--- src/rtl/writeback_stage.sv ---
// Registered write-back stage: source select, load extraction, x0 suppression,
// a 2-entry skid buffer toward the register file and a retired-instruction counter.
module writeback_stage #(
    parameter int DATA_WIDTH     = 32,
    parameter int ADDR_WIDTH     = 32,
    parameter int REG_ADDR_WIDTH = 5,
    parameter int CNT_WIDTH      = 64
) (
    input  logic                      clock,
    input  logic                      reset,
    input  logic                      flush,
    input  logic                      in_valid,
    output logic                      in_ready,
    input  logic [ADDR_WIDTH-1:0]     instruction_address,
    input  logic [DATA_WIDTH-1:0]     alu_result,
    input  logic [DATA_WIDTH-1:0]     memory_read_data,
    input  logic [DATA_WIDTH-1:0]     csr_read_data,
    input  logic [1:0]                regs_write_source,
    input  logic [2:0]                mem_funct3,
    input  logic                      regs_write_enable,
    input  logic [REG_ADDR_WIDTH-1:0] regs_write_address,
    output logic                      out_valid,
    input  logic                      out_ready,
    output logic                      rf_write_enable,
    output logic [REG_ADDR_WIDTH-1:0] rf_write_address,
    output logic [DATA_WIDTH-1:0]     rf_write_data,
    output logic [CNT_WIDTH-1:0]      retire_count
);

    localparam int OFF_W = $clog2(DATA_WIDTH / 8);
    localparam logic [OFF_W-1:0] HALF_MASK = ~OFF_W'(1);
    localparam logic [OFF_W-1:0] WORD_MASK = ~OFF_W'(3);

    typedef enum logic [1:0] {
        EMPTY,
        ONE,
        TWO
    } state_t;

    state_t                    r_state;
    state_t                    w_next_state;

    logic [OFF_W-1:0]          w_off;
    logic [OFF_W-1:0]          w_off_half;
    logic [OFF_W-1:0]          w_off_word;
    logic [7:0]                w_byte;
    logic [15:0]               w_half;
    logic [31:0]               w_word;
    logic [DATA_WIDTH-1:0]     w_load;
    logic [ADDR_WIDTH-1:0]     w_pc4;
    logic [DATA_WIDTH-1:0]     w_sel_data;
    logic                      w_sel_we;

    logic                      w_accept;
    logic                      w_drain;
    logic                      w_load_head;
    logic                      w_load_skid;
    logic                      w_skid_to_head;

    logic                      r_in_ready;
    logic                      r_head_we;
    logic [REG_ADDR_WIDTH-1:0] r_head_addr;
    logic [DATA_WIDTH-1:0]     r_head_data;
    logic                      r_skid_we;
    logic [REG_ADDR_WIDTH-1:0] r_skid_addr;
    logic [DATA_WIDTH-1:0]     r_skid_data;
    logic [CNT_WIDTH-1:0]      r_retire;

    // Misaligned offsets are rounded down to the access size.
    assign w_off      = alu_result[OFF_W-1:0];
    assign w_off_half = w_off & HALF_MASK;
    assign w_off_word = w_off & WORD_MASK;
    assign w_byte     = 8'(memory_read_data >> {w_off, 3'b000});
    assign w_half     = 16'(memory_read_data >> {w_off_half, 3'b000});
    assign w_word     = 32'(memory_read_data >> {w_off_word, 3'b000});

    // On a 32-bit datapath a sign-extended word is the raw word, so 3/6/7 collapse to LW.
    always_comb begin
        case (mem_funct3)
            3'd0:    w_load = DATA_WIDTH'($signed(w_byte));
            3'd1:    w_load = DATA_WIDTH'($signed(w_half));
            3'd2:    w_load = DATA_WIDTH'($signed(w_word));
            3'd4:    w_load = DATA_WIDTH'(w_byte);
            3'd5:    w_load = DATA_WIDTH'(w_half);
            3'd6:    w_load = (DATA_WIDTH == 64) ? DATA_WIDTH'(w_word) : memory_read_data;
            default: w_load = memory_read_data;
        endcase
    end

    assign w_pc4 = instruction_address + ADDR_WIDTH'(4);

    always_comb begin
        case (regs_write_source)
            2'd0:    w_sel_data = alu_result;
            2'd1:    w_sel_data = w_load;
            2'd2:    w_sel_data = csr_read_data;
            default: w_sel_data = DATA_WIDTH'(w_pc4);
        endcase
    end

    assign w_sel_we = regs_write_enable && (regs_write_address != '0);

    assign w_accept = in_valid && r_in_ready;
    assign w_drain  = (r_state != EMPTY) && out_ready;

    always_comb begin
        w_next_state   = r_state;
        w_load_head    = 1'b0;
        w_load_skid    = 1'b0;
        w_skid_to_head = 1'b0;
        if (flush) begin
            w_next_state = EMPTY;
        end else begin
            case (r_state)
                EMPTY: begin
                    if (w_accept) begin
                        w_next_state = ONE;
                        w_load_head  = 1'b1;
                    end
                end
                ONE: begin
                    if (w_accept && !w_drain) begin
                        w_next_state = TWO;
                        w_load_skid  = 1'b1;
                    end else if (!w_accept && w_drain) begin
                        w_next_state = EMPTY;
                    end else if (w_accept && w_drain) begin
                        w_load_head  = 1'b1;
                    end
                end
                TWO: begin
                    if (w_drain) begin
                        w_next_state   = ONE;
                        w_skid_to_head = 1'b1;
                    end
                end
                default: w_next_state = EMPTY;
            endcase
        end
    end

    always_ff @(posedge clock or posedge reset) begin
        if (reset) begin
            r_state    <= EMPTY;
            r_in_ready <= 1'b1;
            r_retire   <= '0;
        end else begin
            r_state    <= w_next_state;
            r_in_ready <= (w_next_state != TWO);
            if (w_drain) begin
                r_retire <= r_retire + CNT_WIDTH'(1);
            end
        end
    end

    always_ff @(posedge clock or posedge reset) begin
        if (reset) begin
            r_head_we   <= 1'b0;
            r_head_addr <= '0;
            r_head_data <= '0;
            r_skid_we   <= 1'b0;
            r_skid_addr <= '0;
            r_skid_data <= '0;
        end else begin
            if (w_load_head) begin
                r_head_we   <= w_sel_we;
                r_head_addr <= regs_write_address;
                r_head_data <= w_sel_data;
            end else if (w_skid_to_head) begin
                r_head_we   <= r_skid_we;
                r_head_addr <= r_skid_addr;
                r_head_data <= r_skid_data;
            end
            if (w_load_skid) begin
                r_skid_we   <= w_sel_we;
                r_skid_addr <= regs_write_address;
                r_skid_data <= w_sel_data;
            end
        end
    end

    assign in_ready         = r_in_ready;
    assign out_valid        = (r_state != EMPTY);
    assign rf_write_enable  = out_valid && r_head_we;
    assign rf_write_address = r_head_addr;
    assign rf_write_data    = r_head_data;
    assign retire_count     = r_retire;

endmodule

--- config.mk ---
export PLATFORM = sky130hd
export DESIGN_NAME = writeback_stage
export DESIGN_NICKNAME = d
export VERILOG_FILES = /design/src/rtl/writeback_stage.sv
export SDC_FILE = /design/constraint.sdc
export NUM_CORES = 1
export LEC_CHECK = 0
export ABC_AREA = 1
export ABC_CLOCK_PERIOD_IN_PS = 6540
export BUFFER_PORTS_ARGS = -buffer_cell sky130_fd_sc_hd__buf_2
export CELL_PAD_IN_SITES_DETAIL_PLACEMENT = 2
export CELL_PAD_IN_SITES_GLOBAL_PLACEMENT = 2
export CORE_MARGIN = 2
export CORE_UTILIZATION = 29
export CTS_CLUSTER_SIZE = 12
export DETAILED_ROUTE_END_ITERATION = 12
export PLACE_DENSITY = 0.92
export RECOVER_POWER = 25
export REMOVE_ABC_BUFFERS = 1
export SLEW_MARGIN = 20
export SYNTH_ARGS = -nofsm -noshare
export SYNTH_HDL_FRONTEND = slang
export SYNTH_SLANG_ARGS = --single-unit
export TNS_END_PERCENT = 100
--- constraint.sdc ---
create_clock -name clock -period 6.54 [get_ports clock]
set_input_delay 1.635 -clock clock [delete_from_list [all_inputs] [get_ports clock]]
set_output_delay 1.635 -clock clock [all_outputs]
set_load 0.005 [all_outputs]
==> flow_summary.toml <==
[status]
outcome = "finished, final reports clean"

[sta]
hold_viol = 0
setup_tns_ns = 0
fin_crit_ns = 4.19
worstMarginPinSlew_ns = 1.16
fmax_ghz = 0.238
slew_headroom_pct = 21.9
finalCritPeriodShare_pct = 64.1
finalSetupViolCount = 0
drv_slew = 0
rsz0062_at_grt = "no"
skew_ns = 0.0151

[route]
avgRoutedWirePerCell_um = 23.8
vias = 11500
drtAntennaViolNets = 0
drc = 0
drt_iter0_markers = 801
routed_wirelength_mm = 50.1
dr.pass1.iters = 5
vias_per_cell = 5.44

[clocking]
cts-root-buf = "clkbuf_16"
ctsResizeCount = 0
clk_pin_slew_ns = 0.06
clock-sinks = 143
cts_buffer_depth = 2
post_cts_buffers = 0
insertion_delay_ns = 0.44
cts.htree.levels = 4
postCtsHoldBufs = 0
tritoncts = "yes"
cts_buffers = 17

[placement]
hpwl_mm = 36.2
gp_congestion = 0.934
port_buffers = 247

[setup_path]
crit_chain = "clkbuf_1, nand2_1, clkinvlp_2, nand2_4, nor2_4, nand2_4, nor3_4, nand2_1, o21ai_1, nand2_1"
critPathArrivalTime_ns = 4.48
max_stage_delay_ns = 0.87
crit_path_max_fanout = 27
crit_slowest_cell = "clkinvlp_2"
critical_path_class = "in -> reg"
path_delay_family = "simple AND/OR/NAND/NOR gates"
required_ns = 6.83
critPathLaunch = "out_ready"
path_buf_inv = 2
cp_common_cell = "nand2_1"
cp-end-kind = "flip-flop"
crit_path_start_kind = "primary input"
reg2reg_from = "r_state[0]$_DFF_PP0_"

[synthesis]
dominantRegCellSynth = "dfrtp_1"
syn_inst = 1417
yosysSeqAreaShare_pct = 37.8
syn_avg_cell_area_um2 = 6.69
syn-cell-area_mm2 = 0.00947
synth.largest_area_cell = "dfrtp_1"
synth-seq-cells = 143
synth-async-reset-ratio_pct = 100
yosys-top-cells-area = "dfrtp_1 38%, nand2_1 19%, nor2_1 7.3%, inv_1 5.6%, nand3_1 5.0%"
synth_edf_count = 0
synth.distinct_cells = 41
yosysMostFrequentCell = "nand2_1"
synth_top_area_share_pct = 37.5
yosysWarnings = 0
ys_top_cells_by_count = "479 x nand2_1, 183 x nor2_1, 142 x dfrtp_1, 142 x inv_1, 95 x nand3_1"

[floorplanning]
dieWidth_um = 185
die_y_um = 185
num_rows = 66
die_area_mm2 = 0.0341
design.core.area_mm2 = 0.0324
pin_count = 248
start_util_pct = 29.3

[global_routing]
track_usage_pct = 29.6
antenna_found_initial = 4
grt_pass1_wl_mm = 76.1
overflow = 0
grt_start_max_net_pins = 92
grt_pass1_vias = 12700

[pwr]
design_power_total_w = 0.00284
pwr_density_cell_mw_per_mm2 = 242
vdd_drop_max_mv = 0.164
leakage_nw = 5.91

[worst_hold_path]
hp-start = "rf_write_data[7]$_DFFE_PP0P_"
hp-class = "reg -> reg"

[final_layout]
area_growth_pct = 23.5
final_nets = 1793
drive_above_1_share_pct = 19.2
fin_util_pct = 36.2

[job]
cap_violations = 0
==> sequential cells by signal (all words and copies together), names as in the netlist, 2 cells and up <==
signal and flops:
r_state 2, rf_write_data 32, r_skid_data 32, rf_write_address 5
r_skid_addr 5, retire_count 64
==> area by class of cell <==
cell class	instances	area, um2
Fill cell	3964	20700
Multi-Input combinational cell	1083	5150
Sequential cell	143	3580
Timing Repair Buffer	253	1280
Inverter	149	566
Tap cell	442	553
Clock buffer	21	480
Clock inverter	10	87.6
Antenna cell	4	10.0
==> cell usage in the layout (no fill, tap or decap), types with 18 or more instances in the layout <==
| master | n |
|---|---|
| nand3_1 | 95 |
| nor2_1 | 182 |
| xor2_1 | 32 |
| a21oi_1 | 43 |
| xnor2_1 | 18 |
| nand2_1 | 480 |
| dfrtp_1 | 142 |
| nor3_1 | 21 |
| a22o_1 | 18 |
| buf_2 | 245 |
| o21ai_0 | 75 |
| nand4_1 | 30 |
| inv_1 | 141 |
==> layer usage <==
layer | part of all wire, % | vias up | GRT usage, %
met5 | 0 | - | 0
met4 | 6.3 | 0 | 17.5
met3 | 4.5 | 173 | 4.33
met2 | 50 | 478 | 52.6
met1 | 39 | 5798 | 33.6
li1 | - | 5005 | -
==> cell families after synthesis <==
| group | Yosys count | share of synthesized area (%) |
|---|---|---|
| AND/OR/NAND/NOR | 849 | 38.0 |
| buffers and inverters | 191 | 7.86 |
| AO/OA/AOI/OAI | 182 | 11.5 |
| flip-flops | 143 | 37.8 |
| XOR/XNOR | 50 | 4.62 |
| adder cells (fa/ha/maj) | 2 | 0.264 |
==> tightest hold or removal path, cell delays in order (launching register included) <==
cell and delay, ns:
dfrtp_1 0.35, nand2_1 0.06, nand2_1 0.05
==> final timing paths <==
path	endpoint	slack [ns]	depth (start not counted)
setup / recovery	retire_count[42]$_DFFE_PP0P_	2.35	10
hold / removal	rf_write_data[7]$_DFFE_PP0P_	0.48	2
setup reg to reg	retire_count[42]$_DFFE_PP0P_	3.22	11
hold reg to reg	rf_write_data[7]$_DFFE_PP0P_	0.48	2
max in group asynchronous	rf_write_data[8]$_DFFE_PP0P_	3.84	3
min in group asynchronous	retire_count[27]$_DFFE_PP0P_	1.40	2
==> power by group <==
part | leakage, nW | switching (W) | internal [W] | total (W)
sequential | 1.80 | 0.000168 | 0.00104 | 0.00121
clock | 0.280 | 0.000424 | 0.000560 | 0.000983
combinational | 3.84 | 0.000421 | 0.000225 | 0.000646
total | 5.91 | 0.00101 | 0.00182 | 0.00284
==> through the flow <==
stage               hold slack (ns)  cell area (um2)  instances  setup WS, ns
finish                        0.485            11700       2105          2.35
floorplan                     0.444             9290       1375          1.07
global placement              0.455            11100       2070          2.46
global route                  0.522            11700       2105          2.26
detailed placement            0.469            11100       2070          2.33
CTS                           0.493            11700       2101          2.70
(Power assumes the default switching activity.)
